<file path="src/rtl/washer_pkg.sv">
// ---------------------------------------------------------------------------
// washer_pkg
// Shared types and constants for the station washer sequencer.
//   - washState_t : sequencer state encoding
//   - TMR_W       : width of the phase timer (cycles per phase up to 65535)
//   - STROKE_W    : width of the stroke counter (up to 255 strokes)
//   - DEF_*       : default phase lengths for a 50 kHz MCLK
// ---------------------------------------------------------------------------
package washer_pkg;

    localparam int TMR_W    = 16;
    localparam int STROKE_W = 8;

    // 0.5 s electromagnet settle, 0.5 s per servo position, 0.25 s release
    localparam int DEF_EM_SETTLE    = 25000;
    localparam int DEF_SERVO_HOLD   = 25000;
    localparam int DEF_NUM_STROKES  = 4;
    localparam int DEF_RELEASE_WAIT = 12500;

    typedef enum logic [2:0] {
        S_IDLE,
        S_EM_ON,
        S_SCRUB_HI,
        S_SCRUB_LO,
        S_RELEASE,
        S_DONE
    } washState_t;

endpackage

</file>
<file path="src/rtl/washer_timer.sv">
// ---------------------------------------------------------------------------
// washer_timer
// Loadable down-counter that times each sequencer phase. Loading N-1 on
// phase entry and leaving the phase on the edge where the count reads zero
// gives a phase of exactly N cycles. The count parks at zero once expired.
// Ports:
//   clk_i      : system clock
//   rst_i      : asynchronous active-high reset, clears the count
//   load_i     : load loadVal_i on the next edge (takes priority over count)
//   loadVal_i  : value to load (phase length minus one)
//   value_o    : current count
//   zero_o     : count is zero, phase ends on this edge
// ---------------------------------------------------------------------------
module washer_timer
    import washer_pkg::*;
(
    input  logic             clk_i,
    input  logic             rst_i,
    input  logic             load_i,
    input  logic [TMR_W-1:0] loadVal_i,
    output logic [TMR_W-1:0] value_o,
    output logic             zero_o
);

    logic [TMR_W-1:0] count_q;

    // Load wins over counting; otherwise count down and hold at zero.
    always_ff @(posedge clk_i or posedge rst_i) begin
        if (rst_i) begin
            count_q <= '0;
        end else if (load_i) begin
            count_q <= loadVal_i;
        end else if (count_q != '0) begin
            count_q <= count_q - TMR_W'(1);
        end
    end

    assign value_o = count_q;
    assign zero_o  = (count_q == '0);

endmodule

</file>
<file path="src/rtl/washer_sequencer.sv">
// ---------------------------------------------------------------------------
// washer_sequencer
// Runs one wash per request: electromagnet on, NUM_STROKES servo strokes,
// electromagnet off, wait, then a one-cycle done pulse. An abort during the
// powered phases skips straight to the release wait, which is always served
// in full so the part is never dropped early.
// Ports:
//   MCLK         : system clock (50 kHz)
//   RST          : asynchronous active-high reset, drops everything at once
//   startWash    : wash request, honoured only in IDLE and only without abort
//   abortWash    : abort request, honoured in EM_ON / SCRUB_HI / SCRUB_LO
//   controlServo : servo position select to WasherPWM (high in SCRUB_HI)
//   powerEM      : electromagnet enable
//   busy         : wash in progress (EM_ON through RELEASE)
//   done         : one-cycle completion pulse
//   aborted      : with done, the wash ended early
// ---------------------------------------------------------------------------
module washer_sequencer
    import washer_pkg::*;
#(
    parameter int EM_SETTLE    = DEF_EM_SETTLE,
    parameter int SERVO_HOLD   = DEF_SERVO_HOLD,
    parameter int NUM_STROKES  = DEF_NUM_STROKES,
    parameter int RELEASE_WAIT = DEF_RELEASE_WAIT
) (
    input  logic MCLK,
    input  logic RST,
    input  logic startWash,
    input  logic abortWash,
    output logic controlServo,
    output logic powerEM,
    output logic busy,
    output logic done,
    output logic aborted
);

    washState_t          state_q, state_d;
    logic [STROKE_W-1:0] stroke_q, stroke_d;
    logic                aborted_q, aborted_d;

    logic                servo_q, em_q, busy_q, done_q;

    logic                tmrLoad;
    logic [TMR_W-1:0]    tmrLoadVal;
    logic [TMR_W-1:0]    tmrValue;
    logic                tmrZero;
    logic                unusedTmrValue;

    washer_timer u_timer (
        .clk_i     (MCLK),
        .rst_i     (RST),
        .load_i    (tmrLoad),
        .loadVal_i (tmrLoadVal),
        .value_o   (tmrValue),
        .zero_o    (tmrZero)
    );

    // Only the zero flag steers the sequence; the raw count is for debug taps.
    assign unusedTmrValue = ^tmrValue;

    // Next-state logic. Abort takes priority over phase expiry in the powered
    // phases. The timer is reloaded on every state change with the length of
    // the phase being entered, so each timed phase lasts exactly its count.
    always_comb begin
        state_d    = state_q;
        stroke_d   = stroke_q;
        aborted_d  = aborted_q;
        tmrLoad    = 1'b0;
        tmrLoadVal = '0;

        case (state_q)
            S_IDLE: begin
                if (startWash && !abortWash) begin
                    state_d = S_EM_ON;
                end
            end
            S_EM_ON: begin
                if (abortWash) begin
                    state_d   = S_RELEASE;
                    aborted_d = 1'b1;
                end else if (tmrZero) begin
                    state_d = S_SCRUB_HI;
                end
            end
            S_SCRUB_HI: begin
                if (abortWash) begin
                    state_d   = S_RELEASE;
                    aborted_d = 1'b1;
                end else if (tmrZero) begin
                    state_d = S_SCRUB_LO;
                end
            end
            S_SCRUB_LO: begin
                if (abortWash) begin
                    state_d   = S_RELEASE;
                    aborted_d = 1'b1;
                end else if (tmrZero) begin
                    // A stroke completes at the end of the low half.
                    stroke_d = stroke_q + STROKE_W'(1);
                    if (stroke_d == STROKE_W'(NUM_STROKES)) begin
                        state_d = S_RELEASE;
                    end else begin
                        state_d = S_SCRUB_HI;
                    end
                end
            end
            S_RELEASE: begin
                if (tmrZero) begin
                    state_d = S_DONE;
                end
            end
            S_DONE: begin
                state_d   = S_IDLE;
                stroke_d  = '0;
                aborted_d = 1'b0;
            end
            default: begin
                state_d   = S_IDLE;
                stroke_d  = '0;
                aborted_d = 1'b0;
            end
        endcase

        if (state_d != state_q) begin
            tmrLoad = 1'b1;
            case (state_d)
                S_EM_ON:    tmrLoadVal = TMR_W'(EM_SETTLE - 1);
                S_SCRUB_HI: tmrLoadVal = TMR_W'(SERVO_HOLD - 1);
                S_SCRUB_LO: tmrLoadVal = TMR_W'(SERVO_HOLD - 1);
                S_RELEASE:  tmrLoadVal = TMR_W'(RELEASE_WAIT - 1);
                default:    tmrLoadVal = '0;
            endcase
        end
    end

    // State register plus outputs decoded from the next state, so every
    // output changes on the same edge as the state and never glitches.
    always_ff @(posedge MCLK or posedge RST) begin
        if (RST) begin
            state_q   <= S_IDLE;
            stroke_q  <= '0;
            aborted_q <= 1'b0;
            servo_q   <= 1'b0;
            em_q      <= 1'b0;
            busy_q    <= 1'b0;
            done_q    <= 1'b0;
        end else begin
            state_q   <= state_d;
            stroke_q  <= stroke_d;
            aborted_q <= aborted_d;
            servo_q   <= (state_d == S_SCRUB_HI);
            em_q      <= (state_d inside {S_EM_ON, S_SCRUB_HI, S_SCRUB_LO});
            busy_q    <= (state_d inside {S_EM_ON, S_SCRUB_HI, S_SCRUB_LO, S_RELEASE});
            done_q    <= (state_d == S_DONE);
        end
    end

    assign controlServo = servo_q;
    assign powerEM      = em_q;
    assign busy         = busy_q;
    assign done         = done_q;
    assign aborted      = aborted_q;

endmodule

</file>
<file path="config.mk">
export PLATFORM = sky130hd
export DESIGN_NAME = washer_sequencer
export DESIGN_NICKNAME = d
export VERILOG_FILES = /design/src/rtl/washer_pkg.sv /design/src/rtl/washer_timer.sv /design/src/rtl/washer_sequencer.sv
export SDC_FILE = /design/constraint.sdc
export NUM_CORES = 1
export LEC_CHECK = 0
export CORE_MARGIN = 2
export CORE_UTILIZATION = 50
export DETAILED_ROUTE_END_ITERATION = 16
export MAX_ROUTING_LAYER = met4
export PLACE_DENSITY = 0.75
export RECOVER_POWER = 50
export REMOVE_ABC_BUFFERS = 1
export SYNTH_ARGS = -nofsm -noshare
export SYNTH_HDL_FRONTEND = slang
export SYNTH_HIERARCHICAL = 1
export SYNTH_SLANG_ARGS = --single-unit
</file>
<file path="constraint.sdc">
create_clock -name MCLK -period 3.6 [get_ports MCLK]
set_input_delay 0.36 -clock MCLK [delete_from_list [all_inputs] [get_ports MCLK]]
set_output_delay 0.36 -clock MCLK [all_outputs]
set_load 0.02 [all_outputs]
</file>
==> flow_metrics.env <==
export IMPL_critPathRequiredTime_ns=3.82
export IMPL_criticalPathCategory="reg -> reg"
export IMPL_finalHoldViolations=0
export IMPL_grt_pass1_wl_um=6490
export IMPL_tns_ns=0
export IMPL_cts_resized=0
export IMPL_synth_seq_cells=32
export IMPL_critPathCaptureType="flip-flop"
export IMPL_worstSetupPathDepth=11
export IMPL_grt_ovfl_total=0
export IMPL_antenna_cells=0
export IMPL_rows=22
export IMPL_critPathLaunch="u_timer/value_o[0]$_DFFE_PP0P_"
export IMPL_min_period_ns=2.90
export IMPL_max_freq_mhz=344
export IMPL_clk_pin_slew_worst_paths_ns=0.07
export IMPL_first_global_vias=1374
export IMPL_rr_worst_depth=11
export IMPL_dieArea_um2=4430
export IMPL_fin_crit_sh_pct=80.6
export IMPL_area_delta_synth_final_pct=11.3
export IMPL_rsz0062_at_grt="no"
export IMPL_syn_area_um2=1960
export IMPL_crit_slowest_cell="dfrtp_1"
export IMPL_ctsRootBufferMaster="clkbuf_8"
export IMPL_start_util_pct=52.6
export IMPL_clkSinkCount=32
export IMPL_ys_types=62
export IMPL_holdCritPathClass="reg -> reg"
export IMPL_layout_cells_most_common="dfrtp_1"
export IMPL_status="finished, final reports clean"
export IMPL_num_vias=1497
export IMPL_slew_headroom_pct=56.5
export IMPL_dp_slack_ns=0.739
export IMPL_grt_max_degree=18
export IMPL_cap_violations=0
export IMPL_die_h_um=66.5
export IMPL_crit_family="simple AND/OR/NAND/NOR gates"
export IMPL_routed_wl_um=3790
export IMPL_die_w_um=66.5
export IMPL_grtUsageTotal_pct=20.5
export IMPL_avgSynthCellArea_um2=9.59
export IMPL_wire_per_inst_um=14.4
export IMPL_skew_ns=0.00716
export IMPL_design_core_area_um2=3720
export IMPL_final_antenna_net_count=0
export IMPL_total_power_w=0.00144
export IMPL_rrSetupSlack_ns=0.70
export IMPL_cp_arrival_ns=3.12
export IMPL_crit_path_max_incr_delay_ns=0.40
export IMPL_worstPathMaxFanout=16
export IMPL_yosysWarningCount=6
export IMPL_h_tree_depth=2
export IMPL_report_final_slew_viol_count=0
export IMPL_worst_path_buf_inv=1
export IMPL_port_buffers=8
export IMPL_layout_drive_gt1_share_pct=12.5
export IMPL_yosysSeqAreaShare_pct=40.9
export IMPL_p_per_area_nw_per_um2=660
export IMPL_mostFrequentLayoutCells="dfrtp_1, nand2_1, xnor2_1"
export IMPL_numCtsBuffers=5
export IMPL_p_leak_nw=0.940
export IMPL_drt_initial_drc_count=69
export IMPL_drtPass1Iterations=4
export IMPL_drc=0
export IMPL_crit_path_start_kind="flip-flop"
export IMPL_crit_end="u_timer/value_o[6]$_DFFE_PP0P_"
export IMPL_fin_nets=221
export IMPL_async_flop_share_pct=100
export IMPL_ios=9
export IMPL_postCtsHoldBufs=0
export IMPL_postSynthCellCount=204
export IMPL_finalNonFillerCells=264
export IMPL_insertion_delay_ns=0.29
export IMPL_r2r_end="u_timer/value_o[6]$_DFFE_PP0P_"
export IMPL_dpl_cell_count=256
export IMPL_cts_buffer_depth=2
export IMPL_path_cells="inv_1 > ha_1 > nor3b_2 > nand4b_4 > nor2_4 > nand4b_1 > nor4_2 > a21boi_1 > nor3_1 > mux2i_1 > nor2_1"
export IMPL_setup_violations=0
export IMPL_post_cts_buffers=0
export IMPL_cts_tree="built"
export IMPL_hpwl_um=2640
export IMPL_synth_edf_count=0
export IMPL_antenna_found_initial=0
export IMPL_place_congestion=0.816
export IMPL_rr_startpoint="u_timer/value_o[0]$_DFFE_PP0P_"
export IMPL_fin_ws_ns=0.697
export IMPL_tightestPinTransition_ns=0.651
export IMPL_synth_flop_cell="dfrtp_1"
export IMPL_peakVddDrop_uv=384
export IMPL_vias_per_cell=5.67
==> synth_stat cells (all sizes together) (4+ instances only) <==
library cell  count  share of area [%]
buf               6                2.0
nand3             9                2.6
dfrtp            32                 41
o31ai             4                1.5
nor2             14                3.2
inv               8                1.5
o21ai             7                2.0
a22o              4                1.8
nor3             12                4.4
a21oi            12                3.3
xnor2            13                5.8
nand2            24                4.6
==> routing by layer <==
metal	track usage [%]	part of all wire [%]
met1	24.4	47
met2	32.6	47
met3	6.59	4.3
met4	7.65	1.8
met5	-	0
==> flip-flops by register name, indices dropped and copies added, names as in the netlist <==
name and flops:
u_timer/value_o 16, busy 1, done 1, stroke_q 8, state_q 3, powerEM 1
aborted 1, controlServo 1
==> worst min path at each step <==
stage                                          to  cells past startpoint  slack, ns               startpoint
after global routing      stroke_q[0]$_DFFE_PP0P_                      1       0.58  stroke_q[0]$_DFFE_PP0P_
final                         aborted$_DFFE_PP0P_                      2       0.53      aborted$_DFFE_PP0P_
after detailed placement      aborted$_DFFE_PP0P_                      2       0.52      aborted$_DFFE_PP0P_
after global placement        aborted$_DFFE_PP0P_                      2       0.51      aborted$_DFFE_PP0P_
after CTS                          done$_DFF_PP0_                      2       0.49                      RST
after floorplan               aborted$_DFFE_PP0P_                      1       0.27                      RST
==> cell families after synthesis <==
kind of cell,after synthesis,synth area share [%]
and+or+nand+nor,84,26.6
AOI/OAI and AO/OA,49,18.1
muxes,4,2.11
other,1,0.192
DFF,32,40.9
adders and majority gates,2,1.28
buffers and inverters,17,4.09
xor gates and xnor gates,15,6.72
==> report_power, final <==
group	internal [W]	leakage [nW]	switching, W
clock network	0.000205	0.0552	0.000133
registers	0.000454	0.415	0.000126
logic	0.000236	0.470	0.000281
total	0.000895	0.940	0.000541
==> worst min-delay path, stage by stage (launching register included) <==
cell and delay [ns]:
dfrtp_1 0.35, a21oi_1 0.04, a21oi_1 0.10
==> metrics by stage <==
stage	utilization (%)	instance area, um2	hold WS, ns
3_5_place_dp	55.7	2070	0.521
6_report	58.6	2180	0.534
5_1_grt	58.6	2180	0.582
2_1_floorplan	-	1920	0.274
4_1_cts	58.6	2180	0.487
3_3_place_gp	55.7	2070	0.510
==> layout make-up <==
cell class	instances	area, um2
Multi-Input combinational cell	159	1090
Clock buffer	6	72.6
Timing Repair Buffer	9	87.6
Tap cell	48	60.1
Inverter	8	30.0
Fill cell	327	1540
Sequential cell	32	801
Clock inverter	2	35.0
No activity file was read; power rests on OpenSTA's default activity.
